**src/rtl/rv_exec_unit_pkg.sv**
```systemverilog
// Shared constants for the rv_exec_unit execute slice.
// ALU opcodes, access-size encodings and datapath width.
package rv_exec_unit_pkg;

    localparam int XLEN     = 32;
    localparam int RF_DEPTH = 32;

    localparam logic [4:0] IADD = 5'b00000;
    localparam logic [4:0] ISUB = 5'b00001;
    localparam logic [4:0] IAND = 5'b00010;
    localparam logic [4:0] IOR  = 5'b00011;
    localparam logic [4:0] IXOR = 5'b00100;
    localparam logic [4:0] IPAS = 5'b00101;
    localparam logic [4:0] IEQ  = 5'b01000;
    localparam logic [4:0] INE  = 5'b01001;
    localparam logic [4:0] ILT  = 5'b01010;
    localparam logic [4:0] IGE  = 5'b01011;
    localparam logic [4:0] ILTU = 5'b01100;
    localparam logic [4:0] IGEU = 5'b01101;
    localparam logic [4:0] ISLL = 5'b10000;
    localparam logic [4:0] ISRL = 5'b10001;
    localparam logic [4:0] ISRA = 5'b10010;

    localparam logic [1:0] SZ_NONE = 2'b00;
    localparam logic [1:0] SZ_BYTE = 2'b01;
    localparam logic [1:0] SZ_HALF = 2'b10;
    localparam logic [1:0] SZ_WORD = 2'b11;

endpackage

```
**src/rtl/rv_exec_unit_exec_shifter.sv**
```systemverilog
// Combinational 32-bit barrel shifter (SLL/SRL/SRA).
// op is the low two bits of the shift opcode; 2'b11 yields 0.
module exec_shifter
    import rv_exec_unit_pkg::*;
(
    input  logic [XLEN-1:0] a,
    input  logic [4:0]      shamt,
    input  logic [1:0]      op,
    output logic [XLEN-1:0] y
);

    always_comb begin
        y = '0;
        case (op)
            2'b00:   y = a << shamt;
            2'b01:   y = a >> shamt;
            2'b10:   y = $unsigned($signed(a) >>> shamt);
            default: y = '0;
        endcase
    end

endmodule

```
**src/rtl/rv_exec_unit.sv**
```systemverilog
// RV32I execute slice: register file, ALU with shifter, load/store aligner.
// Optional MISALIGN output and strobe suppression with MISALIGN_DET_EN.
module rv_exec_unit
    import rv_exec_unit_pkg::*;
(
    input  logic            CLK,
    input  logic            RST,
    input  logic [4:0]      RNUM1,
    input  logic [4:0]      RNUM2,
    output logic [XLEN-1:0] RDATA1,
    output logic [XLEN-1:0] RDATA2,
    input  logic [4:0]      WNUM,
    input  logic [XLEN-1:0] WDATA,
    input  logic [4:0]      ALU_C,
    input  logic [XLEN-1:0] ALU_A,
    input  logic [XLEN-1:0] ALU_B,
    output logic [XLEN-1:0] ALU_Y,
    input  logic [XLEN-1:0] ADDRI,
    input  logic [XLEN-1:0] DATAI,
    output logic [XLEN-1:0] DATAO,
    input  logic [1:0]      WE,
    input  logic [1:0]      RE,
    input  logic            SE,
    output logic [29:0]     MADDR,
    output logic [XLEN-1:0] MDATAO,
    input  logic [XLEN-1:0] MDATAI,
    output logic [3:0]      MWSTB
`ifdef MISALIGN_DET_EN
   ,output logic            MISALIGN
`endif
);

    logic [XLEN-1:0] rf [RF_DEPTH];

    always_ff @(posedge CLK or posedge RST) begin
        if (RST) begin
            for (int i = 0; i < RF_DEPTH; i++)
                rf[i] <= '0;
        end else if (WNUM != 5'd0) begin
            rf[WNUM] <= WDATA;
        end
    end

    assign RDATA1 = (RNUM1 == 5'd0) ? '0 : rf[RNUM1];
    assign RDATA2 = (RNUM2 == 5'd0) ? '0 : rf[RNUM2];

    logic [XLEN-1:0] sh_y;

    exec_shifter u_shifter (
        .a     (ALU_A),
        .shamt (ALU_B[4:0]),
        .op    (ALU_C[1:0]),
        .y     (sh_y)
    );

    always_comb begin
        ALU_Y = '0;
        if (ALU_C[4:2] == 3'b100) begin
            ALU_Y = sh_y;
        end else begin
            case (ALU_C)
                IADD:    ALU_Y = ALU_A + ALU_B;
                ISUB:    ALU_Y = ALU_A - ALU_B;
                IAND:    ALU_Y = ALU_A & ALU_B;
                IOR:     ALU_Y = ALU_A | ALU_B;
                IXOR:    ALU_Y = ALU_A ^ ALU_B;
                IPAS:    ALU_Y = ALU_B;
                IEQ:     ALU_Y = {31'b0, ALU_A == ALU_B};
                INE:     ALU_Y = {31'b0, ALU_A != ALU_B};
                ILT:     ALU_Y = {31'b0, $signed(ALU_A) < $signed(ALU_B)};
                IGE:     ALU_Y = {31'b0, $signed(ALU_A) >= $signed(ALU_B)};
                ILTU:    ALU_Y = {31'b0, ALU_A < ALU_B};
                IGEU:    ALU_Y = {31'b0, ALU_A >= ALU_B};
                default: ALU_Y = '0;
            endcase
        end
    end

    assign MADDR = ADDRI[31:2];

    logic [3:0] stb;

    always_comb begin
        stb    = 4'b0000;
        MDATAO = DATAI;
        case (WE)
            SZ_BYTE: begin
                stb    = 4'b0001 << ADDRI[1:0];
                MDATAO = {4{DATAI[7:0]}};
            end
            SZ_HALF: begin
                stb    = ADDRI[1] ? 4'b1100 : 4'b0011;
                MDATAO = {2{DATAI[15:0]}};
            end
            SZ_WORD: stb = 4'b1111;
            default: stb = 4'b0000;
        endcase
    end

`ifdef MISALIGN_DET_EN
    logic any_half;
    logic any_word;

    assign any_half = (WE == SZ_HALF) || (RE == SZ_HALF);
    assign any_word = (WE == SZ_WORD) || (RE == SZ_WORD);
    assign MISALIGN = (any_half && ADDRI[0]) ||
                      (any_word && (ADDRI[1:0] != 2'b00));
    assign MWSTB    = MISALIGN ? 4'b0000 : stb;
`else
    assign MWSTB    = stb;
`endif

    logic [7:0]  ld_b;
    logic [15:0] ld_h;

    assign ld_b = MDATAI[{ADDRI[1:0], 3'b000} +: 8];
    assign ld_h = ADDRI[1] ? MDATAI[31:16] : MDATAI[15:0];

    always_comb begin
        DATAO = '0;
        case (RE)
            SZ_BYTE: DATAO = {{24{SE & ld_b[7]}}, ld_b};
            SZ_HALF: DATAO = {{16{SE & ld_h[15]}}, ld_h};
            SZ_WORD: DATAO = MDATAI;
            default: DATAO = '0;
        endcase
    end

endmodule

```
**config.mk**
```make
export PLATFORM = sky130hd
export DESIGN_NAME = rv_exec_unit
export DESIGN_NICKNAME = d
export VERILOG_FILES = /design/src/rtl/rv_exec_unit_pkg.sv /design/src/rtl/rv_exec_unit_exec_shifter.sv /design/src/rtl/rv_exec_unit.sv
export SDC_FILE = /design/constraint.sdc
export NUM_CORES = 2
export LEC_CHECK = 0
export ABC_AREA = 1
export BUFFER_PORTS_ARGS = -buffer_cell sky130_fd_sc_hd__buf_2
export CAP_MARGIN = 15
export CORE_UTILIZATION = 40
export CTS_CLUSTER_SIZE = 24
export DETAILED_ROUTE_END_ITERATION = 10
export HOLD_SLACK_MARGIN = 0.12
export PLACE_DENSITY_LB_ADDON = 0.2
export RECOVER_POWER = 25
export SLEW_MARGIN = 0
export SYNTH_ARGS = -nofsm -noshare
export SYNTH_HDL_FRONTEND = slang
export SYNTH_SLANG_ARGS = --single-unit
```
**constraint.sdc**
```tcl
create_clock -name CLK -period 100.8 [get_ports CLK]
set_clock_uncertainty 0.1 [all_clocks]
set_input_delay 15.12 -clock CLK [delete_from_list [all_inputs] [get_ports CLK]]
set_output_delay 15.12 -clock CLK [all_outputs]
set_load 0.005 [all_outputs]
```
==> impl_metrics.json <==
{
  "status": "finished with violations",
  "violations": "max-capacitance violations, max-slew violations",
  "relSlewSlack_pct": -255,
  "r2r_start": "rf[497]$_DFFE_PP0P_",
  "drive_above_1_share_pct": 7.37,
  "swShare_pct": 34.6,
  "crit_fanout": 129,
  "die_w_um": 405,
  "syn_nets": 9662,
  "p_leak_nw": 31.5,
  "worst_pin_slew_ps": 5320,
  "fillers": 16600,
  "place_hpwl_mm": 176,
  "synth_top_area_share_pct": 39.4,
  "overflow": 0,
  "via_count": 70100,
  "critPathRequiredTime_ps": 85580,
  "critPathLaunch": "RNUM1[1]",
  "grt_use_total_pct": 35.0,
  "fin_crit_sh_pct": 35.2,
  "cts_htree_levels": 3,
  "clk_pin_slew_ps": 60,
  "maxSlewViolCount": 949,
  "async_reset_ff_share_pct": 100,
  "r2r_slack_ps": 99730,
  "drt_iter0_markers": 9993,
  "rr_endpoint": "rf[497]$_DFFE_PP0P_",
  "synth_seq_cells": 1024,
  "r2r_cells": 2,
  "arrival_ps": 20250,
  "holdBufCountCts": 0,
  "dieArea_sq_mm": 0.164,
  "grt_pass1_vias": 64300,
  "die_h_um": 405,
  "synthTopCellsByArea": "dfrtp_1 39%, o21ai_0 15%, nand2_1 9.2%, nor2_1 8.2%, o221ai_1 4.6%",
  "route.detailed.drc": 0,
  "start_kind": "primary input",
  "clockRootBuffer": "clkbuf_16",
  "ys.flop_type": "dfrtp_1",
  "switchingPower_mw": 0.441,
  "timing.fmax_mhz": 28.2,
  "first_pass_iters": 9,
  "crit_end": "RDATA1[0]",
  "ys_top_cells_by_count": "1,923 x o21ai_0, 1,604 x nand2_1, 1,427 x nor2_1, 1,024 x dfrtp_1, 664 x clkbuf_1",
  "post_cts_buffers": 0,
  "grt_max_degree": 200,
  "area_growth_syn_to_layout_pct": 8.32,
  "setup_viol": 0,
  "ant_nets": 0,
  "clock_latency_ps": 730,
  "rsz0062_at_grt": "no",
  "viasPerCell": 6.22,
  "total_power_mw": 1.27,
  "grt_pass1_wl_mm": 432,
  "ir_drop_mv": 0.0163,
  "rows": 147,
  "fin_crit_ps": 35470,
  "hp-class": "flop to flop",
  "syn_avg_cell_area_sq_um": 6.97,
  "ys_seq_area_share_pct": 39.4,
  "gp_congestion": 1.03,
  "tns_ps": 0,
  "fin_hold_ws_ps": 302,
  "p_int_mw": 0.832,
  "cts_resized": 0,
  "synth_most_common_cell": "o21ai_0",
  "numCtsBuffers": 107,
  "nets": 9340,
  "initial_utilization_pct": 40.4,
  "synth_edf_count": 0,
  "seq_power_share_pct": 44.2,
  "cts_tree": "built",
  "largest_register_ffs": 1024,
  "clockBufferDepth": 3,
  "ys_warn_count": 0,
  "stdcell_count": 11300,
  "cts.sinks": 1024,
  "num_io_pins": 413,
  "path_class": "primary input to output port",
  "antenna_found_initial": 22,
  "portBuffers": 352,
  "core-area_sq_mm": 0.161,
  "critPathCaptureType": "output port",
  "wirelength_mm": 296,
  "cellPowerDensity_mw_per_mm2": 18.0,
  "maxCapViolations": 16,
  "yosys.area.top_type": "dfrtp_1",
  "netlist_area_sq_mm": 0.0651,
  "pwr-share-clk_pct": 32.1,
  "hold_viol": 0,
  "yosysUniqueCellTypes": 44,
  "p_comb_share_pct": 23.6,
  "top_regs": "rf: 1024 flops",
  "wl_per_cell_um": 26.2,
  "regMostFlops": "rf",
  "synthCells": 9337,
  "place_inst": 11100
}
==> metal layers <==
layer	vias up	part of all wire (%)	GRT usage [%]
li1	31300	-	-
met1	33100	38	45.3
met2	4763	43	52.5
met3	938	11	6.77
met4	8	7.8	24.6
met5	-	0.020	0
==> layout make-up <==
class                   instances  area (sq um)  area share [%]
diodes                         12          30.0          0.0426
clock buffers                 153          3070            4.36
clock inverters                40           448           0.635
inverters                     447          1720            2.44
multi-input cells            6970         34200            48.5
flip-flops and latches       1024         25600            36.3
well taps                    2160          2700            3.83
repair buffers                465          2690            3.81
==> layout by cell type (no fill, tap or decap), types with 6 or more instances in the layout <==
cell          n
a211oi_1      7
a21oi_1     545
a221oi_1     11
a31oi_1      69
buf_2       338
buf_4        99
bufinv_16     8
clkbuf_1     43
clkbuf_16   109
clkbuf_8     20
clkinv_2     21
dfrtp_1    1024
diode_2      12
ha_1        104
inv_1       427
inv_2         9
inv_6         6
nand2_1    1589
nand2_2      11
nand3_1     497
nand3_4       6
nand4_1      21
nor2_1     1423
nor2_2        7
nor3_1       31
o211ai_1    123
o21a_1       33
o21ai_0    1923
o21ai_1      29
o21bai_1     13
o221ai_1    340
o22ai_1     142
==> how the worst min path moves through the flow <==
stage / startpoint / end / cells past startpoint
floorplan: rf[1022]$_DFFE_PP0P_ / rf[1022]$_DFFE_PP0P_ / 1
global placement: rf[1002]$_DFFE_PP0P_ / rf[1002]$_DFFE_PP0P_ / 0
detailed placement: rf[1021]$_DFFE_PP0P_ / rf[1021]$_DFFE_PP0P_ / 0
CTS: rf[996]$_DFFE_PP0P_ / rf[996]$_DFFE_PP0P_ / 0
global route: rf[1002]$_DFFE_PP0P_ / rf[1002]$_DFFE_PP0P_ / 0
finish: rf[996]$_DFFE_PP0P_ / rf[996]$_DFFE_PP0P_ / 0
==> power by group through the flow <==
stage	logic, mW	clock network, mW	registers, mW
2_1_floorplan	0.207	0	0.550
3_3_place_gp	0.287	0	0.564
3_5_place_dp	0.294	0	0.565
4_1_cts	0.294	0.413	0.559
5_1_grt	0.335	0.429	0.573
6_report	0.301	0.409	0.563
==> metrics by stage <==
| step | setup slack (ps) | utilization (%) | area [sq um] |
|---|---|---|---|
| 6_report | 65330 | 43.8 | 70500 |
| 5_1_grt | 65430 | 43.8 | 70500 |
| 4_1_cts | 65600 | 43.8 | 70600 |
| 3_5_place_dp | 65620 | 41.6 | 67100 |
| 3_3_place_gp | 65680 | 41.6 | 67100 |
| 2_1_floorplan | 56760 | - | 65100 |
==> worst max-delay path, cell delays in order <==
cell and delay, ps:
clkbuf_8 480, inv_8 930, buf_4 1050, buf_4 850, o21ai_0 220, o211ai_1 230, nand3_1 100, nand3_1 170
nand2_1 120, a21oi_1 510, buf_2 220
==> cells by family (layout without fill, tap and decap cells) <==
kind of cell,count (synthesis),count (layout),share of synthesized area [%]
AO/OA/AOI/OAI,3251,3251,28.2
XOR/XNOR,4,4,0.0538
adder cells (fa/ha/maj),106,106,2.06
other,0,12,0
buffers and inverters,1343,1105,8.31
AND/OR/NAND/NOR,3609,3609,22.0
flip-flops,1024,1024,39.4
(Power assumes the default switching activity.)
